==> config.mk <==
export PLATFORM = sky130hd
export DESIGN_NAME = rgb_led_pwm_flat
export DESIGN_NICKNAME = d
export VERILOG_FILES = /design/src/rtl/rgb_led_pwm_if.sv /design/src/rtl/rgb_led_pwm.sv /design/src/flat_wrapper.sv
export SDC_FILE = /design/constraint.sdc
export NUM_CORES = 1
export LEC_CHECK = 0
export CORE_UTILIZATION = 45
export CTS_BUF_LIST = sky130_fd_sc_hd__clkbuf_16
export CTS_CLUSTER_DIAMETER = 200
export DETAILED_ROUTE_END_ITERATION = 7
export GPL_TIMING_DRIVEN = 0
export SYNTH_ARGS = -nofsm -noshare
export SYNTH_HDL_FRONTEND = slang
export SYNTH_SLANG_ARGS = --single-unit
==> constraint.sdc <==
create_clock -name clk_48m -period 8.32 [get_ports clk_48m]
set_clock_uncertainty 0.15 [all_clocks]
set_input_delay 2.08 -clock clk_48m [delete_from_list [all_inputs] [get_ports clk_48m]]
set_output_delay 2.08 -clock clk_48m [all_outputs]
set_load 0.1 [all_outputs]
==> src/rtl/rgb_led_pwm_if.sv <==
// Configuration write channel of the RGB LED PWM controller.
// The controller side uses the slave modport; the control logic drives the master modport.
interface rgb_led_pwm_if #(
  parameter int unsigned NUM_CH    = 3,
  parameter int unsigned PWM_BITS  = 8,
  parameter int unsigned RATE_BITS = 8
);
  localparam int unsigned CH_W = (NUM_CH > 1) ? $clog2(NUM_CH) : 1;

  logic                 cfg_valid;
  logic                 cfg_ready;
  logic [CH_W-1:0]      cfg_ch;
  logic [1:0]           cfg_mode;
  logic [PWM_BITS-1:0]  cfg_duty;
  logic [RATE_BITS-1:0] cfg_rate;

  modport master (
    output cfg_valid, cfg_ch, cfg_mode, cfg_duty, cfg_rate,
    input  cfg_ready
  );

  modport slave (
    input  cfg_valid, cfg_ch, cfg_mode, cfg_duty, cfg_rate,
    output cfg_ready
  );
endinterface

==> src/rtl/rgb_led_pwm.sv <==
// N-channel PWM LED controller with off/solid/blink/breathe modes.
// Writes land in shadow registers and are applied only at frame boundaries.
module rgb_led_pwm #(
  parameter int unsigned NUM_CH    = 3,
  parameter int unsigned PWM_BITS  = 8,
  parameter int unsigned PRESCALE  = 188,
  parameter int unsigned RATE_BITS = 8
) (
  input  logic              clk_48m,
  input  logic              reset_n,
  rgb_led_pwm_if.slave      cfg_bus,
  output logic [NUM_CH-1:0] pwm_out,
  output logic              frame_start
);
  localparam int unsigned CH_W = (NUM_CH > 1) ? $clog2(NUM_CH) : 1;
  localparam int unsigned PS_W = (PRESCALE > 1) ? $clog2(PRESCALE) : 1;

  typedef enum logic [1:0] {ModeOff, ModeSolid, ModeBlink, ModeBreathe} mode_e;

  logic [PS_W-1:0]     presc_q;
  logic [PWM_BITS-1:0] pwm_cnt_q;
  logic                tick;
  logic                boundary;
  logic                wr;

  mode_e                act_mode_q  [NUM_CH];
  logic [PWM_BITS-1:0]  act_duty_q  [NUM_CH];
  logic [RATE_BITS-1:0] act_rate_q  [NUM_CH];
  mode_e                shd_mode_q  [NUM_CH];
  logic [PWM_BITS-1:0]  shd_duty_q  [NUM_CH];
  logic [RATE_BITS-1:0] shd_rate_q  [NUM_CH];
  logic [RATE_BITS-1:0] div_q       [NUM_CH];
  logic [PWM_BITS-1:0]  level_q     [NUM_CH];
  logic [NUM_CH-1:0]    pending_q;
  logic [NUM_CH-1:0]    phase_q;
  logic [NUM_CH-1:0]    dir_down_q;

  function automatic logic cmp(input logic [PWM_BITS-1:0] x, input logic [PWM_BITS-1:0] cnt);
    return (x == {PWM_BITS{1'b1}}) ? 1'b1 : (cnt < x);
  endfunction

  function automatic logic [RATE_BITS-1:0] reff(input logic [RATE_BITS-1:0] r);
    return (r == '0) ? RATE_BITS'(1) : r;
  endfunction

  always_comb begin
    tick              = (presc_q == PS_W'(PRESCALE - 1));
    boundary          = tick && (pwm_cnt_q == {PWM_BITS{1'b1}});
    // Out-of-range channels stay ready so their writes are swallowed.
    cfg_bus.cfg_ready = 1'b1;
    for (int i = 0; i < NUM_CH; i++) begin
      if (cfg_bus.cfg_ch == CH_W'(i)) cfg_bus.cfg_ready = ~pending_q[i];
    end
    wr = cfg_bus.cfg_valid && cfg_bus.cfg_ready;
  end

  always_ff @(posedge clk_48m) begin
    if (!reset_n) begin
      presc_q     <= '0;
      pwm_cnt_q   <= '0;
      frame_start <= 1'b0;
      pwm_out     <= '0;
      pending_q   <= '0;
      phase_q     <= '0;
      dir_down_q  <= '0;
      for (int i = 0; i < NUM_CH; i++) begin
        act_mode_q[i] <= ModeOff;
        act_duty_q[i] <= '0;
        act_rate_q[i] <= '0;
        shd_mode_q[i] <= ModeOff;
        shd_duty_q[i] <= '0;
        shd_rate_q[i] <= '0;
        div_q[i]      <= '0;
        level_q[i]    <= '0;
      end
    end else begin
      presc_q     <= tick ? '0 : presc_q + 1'b1;
      frame_start <= boundary;
      if (tick) pwm_cnt_q <= pwm_cnt_q + 1'b1;

      for (int i = 0; i < NUM_CH; i++) begin
        unique case (act_mode_q[i])
          ModeOff:     pwm_out[i] <= 1'b0;
          ModeSolid:   pwm_out[i] <= cmp(act_duty_q[i], pwm_cnt_q);
          ModeBlink:   pwm_out[i] <= phase_q[i] && cmp(act_duty_q[i], pwm_cnt_q);
          ModeBreathe: pwm_out[i] <= cmp(level_q[i], pwm_cnt_q);
        endcase

        if (boundary) begin
          if (pending_q[i]) begin
            act_mode_q[i] <= shd_mode_q[i];
            act_duty_q[i] <= shd_duty_q[i];
            act_rate_q[i] <= shd_rate_q[i];
            pending_q[i]  <= 1'b0;
            div_q[i]      <= '0;
            phase_q[i]    <= 1'b1;
            level_q[i]    <= '0;
            dir_down_q[i] <= 1'b0;
          end else if (div_q[i] == reff(act_rate_q[i]) - 1'b1) begin
            div_q[i] <= '0;
            if (act_mode_q[i] == ModeBlink) phase_q[i] <= ~phase_q[i];
            if (act_mode_q[i] == ModeBreathe) begin
              // Peak and floor each hold for one extra step while direction flips.
              if (!dir_down_q[i]) begin
                if (level_q[i] < act_duty_q[i]) level_q[i] <= level_q[i] + 1'b1;
                else                            dir_down_q[i] <= 1'b1;
              end else begin
                if (level_q[i] != '0) level_q[i] <= level_q[i] - 1'b1;
                else                  dir_down_q[i] <= 1'b0;
              end
            end
          end else begin
            div_q[i] <= div_q[i] + 1'b1;
          end
        end

        // A write in the boundary cycle overrides the pending clear above.
        if (wr && (cfg_bus.cfg_ch == CH_W'(i))) begin
          shd_mode_q[i] <= mode_e'(cfg_bus.cfg_mode);
          shd_duty_q[i] <= cfg_bus.cfg_duty;
          shd_rate_q[i] <= cfg_bus.cfg_rate;
          pending_q[i]  <= 1'b1;
        end
      end
    end
  end
endmodule

==> src/flat_wrapper.sv <==
// flat-port wrapper written by rule: the top's interface ports become plain ports
module rgb_led_pwm_flat 
#(
  parameter int unsigned NUM_CH    = 3,
  parameter int unsigned PWM_BITS  = 8,
  parameter int unsigned PRESCALE  = 188,
  parameter int unsigned RATE_BITS = 8
)
  (clk_48m, reset_n, pwm_out, frame_start, cfg_bus_cfg_valid, cfg_bus_cfg_ch, cfg_bus_cfg_mode, cfg_bus_cfg_duty, cfg_bus_cfg_rate, cfg_bus_cfg_ready);
  rgb_led_pwm_if #(.NUM_CH(NUM_CH), .PWM_BITS(PWM_BITS), .RATE_BITS(RATE_BITS)) cfg_bus_i ();
  input  logic clk_48m;
  input  logic reset_n;
  output logic [NUM_CH-1:0] pwm_out;
  output logic frame_start;
  input wire logic [$bits(cfg_bus_i.cfg_valid)-1:0] cfg_bus_cfg_valid;
  input wire logic [$bits(cfg_bus_i.cfg_ch)-1:0] cfg_bus_cfg_ch;
  input wire logic [$bits(cfg_bus_i.cfg_mode)-1:0] cfg_bus_cfg_mode;
  input wire logic [$bits(cfg_bus_i.cfg_duty)-1:0] cfg_bus_cfg_duty;
  input wire logic [$bits(cfg_bus_i.cfg_rate)-1:0] cfg_bus_cfg_rate;
  output wire logic [$bits(cfg_bus_i.cfg_ready)-1:0] cfg_bus_cfg_ready;
  assign cfg_bus_i.cfg_valid = cfg_bus_cfg_valid;
  assign cfg_bus_i.cfg_ch = cfg_bus_cfg_ch;
  assign cfg_bus_i.cfg_mode = cfg_bus_cfg_mode;
  assign cfg_bus_i.cfg_duty = cfg_bus_cfg_duty;
  assign cfg_bus_i.cfg_rate = cfg_bus_cfg_rate;
  assign cfg_bus_cfg_ready = cfg_bus_i.cfg_ready;
  rgb_led_pwm #(.NUM_CH(NUM_CH), .PWM_BITS(PWM_BITS), .PRESCALE(PRESCALE), .RATE_BITS(RATE_BITS)) u_core (.clk_48m(clk_48m), .reset_n(reset_n), .cfg_bus(cfg_bus_i), .pwm_out(pwm_out), .frame_start(frame_start));
endmodule
==> results.sh <==
export IMPL_status="finished clean"
export IMPL_cts_setup_buffers=0
export IMPL_clkPwrFrac_pct=39.7
export IMPL_p_leak_nw=4.62
export IMPL_grt_pass1_vias=6862
export IMPL_critPathMaxFanout=5
export IMPL_slew_headroom_pct=19.4
export IMPL_fin_ws_ps=1590
export IMPL_fill_cells=2083
export IMPL_rsz0062_at_grt="false"
export IMPL_hold_violations=0
export IMPL_gr_usage_all_layers_pct=19.9
export IMPL_clk_latency_ps=440
export IMPL_synth_seq_cells=185
export IMPL_crit_chain="clkdlybuf4s50_1, mux2i_1, nor2_1, a31oi_1, clkdlybuf4s50_1"
export IMPL_cts_buffers_inserted=17
export IMPL_synth_edf_count=156
export IMPL_avgSynthCellArea_um2=10.7
export IMPL_critPathSlowestCell="clkdlybuf4s50_1"
export IMPL_fin_crit_sh_pct=80.9
export IMPL_critPathLaunchType="primary input"
export IMPL_criticalPathCategory="in2out"
export IMPL_clock_sinks=185
export IMPL_grt_max_degree=22
export IMPL_drc_errors=0
export IMPL_yosysSeqAreaShare_pct=50.3
export IMPL_max_cap_violations=0
export IMPL_swShare_pct=26.5
export IMPL_synth_area_mm2=0.0105
export IMPL_viasPerCell=5.50
export IMPL_die_w_um=154
export IMPL_yosysUniqueCellTypes=73
export IMPL_rrSetupSlack_ps=2650
export IMPL_layout_drive_gt1_share_pct=5.50
export IMPL_start_util_pct=46.1
export IMPL_vias=7271
export IMPL_finalPower_w=0.00209
export IMPL_crit_top_cell="clkdlybuf4s50_1"
export IMPL_pwr_share_comb_pct=8.1
export IMPL_setup_tns_ps=0
export IMPL_worstRegToRegCells=21
export IMPL_drtAntennaViolNets=0
export IMPL_ios=28
export IMPL_period_minus_slack_ps=6730
export IMPL_cts_clk_slew_worst_paths_ps=80
export IMPL_ir_drop_uv=131
export IMPL_antenna_found_initial=0
export IMPL_root_buffer="clkbuf_16"
export IMPL_drv_slew=0
export IMPL_power_switching_w=0.000554
export IMPL_ys_async_sr_fraction_pct=0
export IMPL_p_per_area_mw_per_mm2=177
export IMPL_cts_tree="built"
export IMPL_die_area_mm2=0.0239
export IMPL_cts_htree_levels=4
export IMPL_ys_flop_type="edfxtp_1"
export IMPL_place_congestion=0.844
export IMPL_slowest_delay_ps=1200
export IMPL_tightest_slew_ps=1200
export IMPL_antenna_cells=0
export IMPL_design_core_area_mm2=0.0227
export IMPL_fmax_mhz=148
export IMPL_post_drt_wl_per_cell_um=17.0
export IMPL_stdcell_count=1321
export IMPL_worstPathRequired_ps=6090
export IMPL_grt_remaining_overflow=0
export IMPL_row_count=55
export IMPL_postCtsHoldBufs=0
export IMPL_hold_class="reg2reg"
export IMPL_finalSetupViolations=0
export IMPL_endpoint_kind="output port"
export IMPL_place_inst=1289
export IMPL_dp_hpwl_um=16500
export IMPL_drt_pass1_iterations=7
export IMPL_ys_warn_count=0
export IMPL_synth_cells=975
export IMPL_p_int_w=0.00154
export IMPL_synthToLayoutAreaGrowth_pct=12.6
export IMPL_hold_depth=1
export IMPL_dp_slack_ps=1570
export IMPL_wl_um=22400
export IMPL_first_iter_violations=444
export IMPL_cp_arrival_ps=4500
export IMPL_numPortBuffers=26
export IMPL_p_seq_share_pct=52.2
export IMPL_synthesis_nets=1082
export IMPL_cts_resized=0
export IMPL_grt_pass1_wl_um=36500
export IMPL_clk_path_buf_depth=2
export IMPL_fin_nets=1130
export IMPL_die_height_um=154
[power groups by stage]
stage / combinational [W] / clock (W) / sequential [W]
after global routing: 0.000192 / 0.000881 / 0.00110
after detailed placement: 0.000171 / 0 / 0.00111
after CTS: 0.000172 / 0.000850 / 0.00109
final: 0.000170 / 0.000829 / 0.00109
after global placement: 0.000163 / 0 / 0.00111
after floorplan: 0.000116 / 0 / 0.00110
[layer usage]
layer  vias to the layer above  share of wire, %  GRT usage [%]
li1                       3670                 -              -
met1                      3441                49           28.2
met2                       135                45           31.0
met3                        25               4.1           3.47
met4                         0               1.3           6.18
met5                         -                 0              0
[cells in the mapped netlist (3+ instances only)]
master     instances  area, µm²
clkbuf_1          19       71.3
or4_1              4       30.0
a21o_1            18        135
xnor2_1           29        254
buf_2              3       15.0
nor2_1            80        300
edfxtp_1         156       4680
o31ai_1            6       45.0
o21ai_0           38        190
nand3_1           31        155
o2111ai_1          5       43.8
o311a_1            3       30.0
ha_1              83       1040
nor2b_1           22        138
and2_1            82        513
inv_1             74        278
and4_1             3       26.3
mux2i_1            4       40.0
or3_1              6       37.5
a32oi_1            3       26.3
nand2b_1          12       75.1
nor3_1            27        135
xor2_1            29        254
nor4_1             9       56.3
nand2_1           43        161
a311o_1            3       30.0
o211ai_1           3       22.5
a211o_1            3       26.3
nand4_1           23        144
and3_1            13       81.3
nor4b_1            3       26.3
dfxtp_1           29        581
a21oi_1           43        215
a31oi_1            3       18.8
a221oi_1          12        105
[flip-flops by register name, summed over array words and instances, names as in the netlist, 6 cells and up]
signal             count
u_core.shd_mode_q      6
u_core.shd_duty_q     24
u_core.pwm_cnt_q       8
u_core.act_duty_q     24
u_core.level_q        24
u_core.div_q          24
u_core.act_mode_q      6
u_core.shd_rate_q     24
u_core.act_rate_q     24
u_core.presc_q         8
[per-stage QoR]
step	util [%]	hold slack, ps	cell area, µm²
after floorplan	-	276	10500
after global placement	48.8	296	11100
after detailed placement	49.2	300	11200
after CTS	51.9	320	11800
after global routing	51.9	334	11800
final	51.9	312	11800
[area by class of cell]
| class | count | area (µm²) | area share (%) |
|---|---|---|---|
| Buffer | 22 | 86.3 | 0.732 |
| Clock buffer | 17 | 425 | 3.61 |
| Clock inverter | 15 | 196 | 1.67 |
| Inverter | 74 | 278 | 2.36 |
| Multi-Input combinational cell | 694 | 4870 | 41.3 |
| Sequential cell | 185 | 5270 | 44.7 |
| Tap cell | 285 | 357 | 3.03 |
| Timing Repair Buffer | 29 | 305 | 2.59 |
[logic make-up (layout without fill, tap and decap cells)]
family          count (synthesis)  count (layout)  synth area share [%]
fa+ha+maj                      85              85                  10.2
flops                         185             185                  50.3
mux                             5               5                 0.490
xor+xnor                       58              58                  4.85
simple gates                  379             379                  19.8
buf+inv                        96             157                  3.48
compound gates                167             167                  10.8
[worst paths after layout]
| check | start | to |
|---|---|---|
| setup / recovery | cfg_bus_cfg_ch[0] | cfg_bus_cfg_ready |
| hold reg to reg | u_core.presc_q[0] | u_core.presc_q[0] |
| setup reg to reg | u_core.act_rate_q[0][19] | u_core.level_q[2][7] |
| hold / removal | u_core.presc_q[0] | u_core.presc_q[0] |
[placed cells by master, fill, tap and decap left out, types with 4 or more instances in the layout]
cell type,count
xnor2_1,29
nand2b_1,12
and3_1,13
clkbuf_1,19
and2_1,82
dfxtp_1,29
nor4_1,9
inv_1,74
a221oi_1,12
edfxtp_1,156
o2111ai_1,5
o21ai_0,35
nand2_1,43
clkdlybuf4s50_1,26
ha_1,83
or3_1,6
a21o_1,18
clkbuf_16,17
nor3_1,27
xor2_1,29
clkinv_8,5
a21oi_1,43
nand4_1,23
nor2_1,80
mux2i_1,4
or4_1,4
nand3_1,31
nor2b_1,22
o31ai_1,4
inv_8,5
[worst max-delay path: cells and delay by family]
family	cells	cell delay, ps
and+or+nand+nor	1	60
buffers and inverters	2	1850
AOI/OAI and AO/OA	1	290
muxes	1	220
Power figures use the tool's default switching activity.
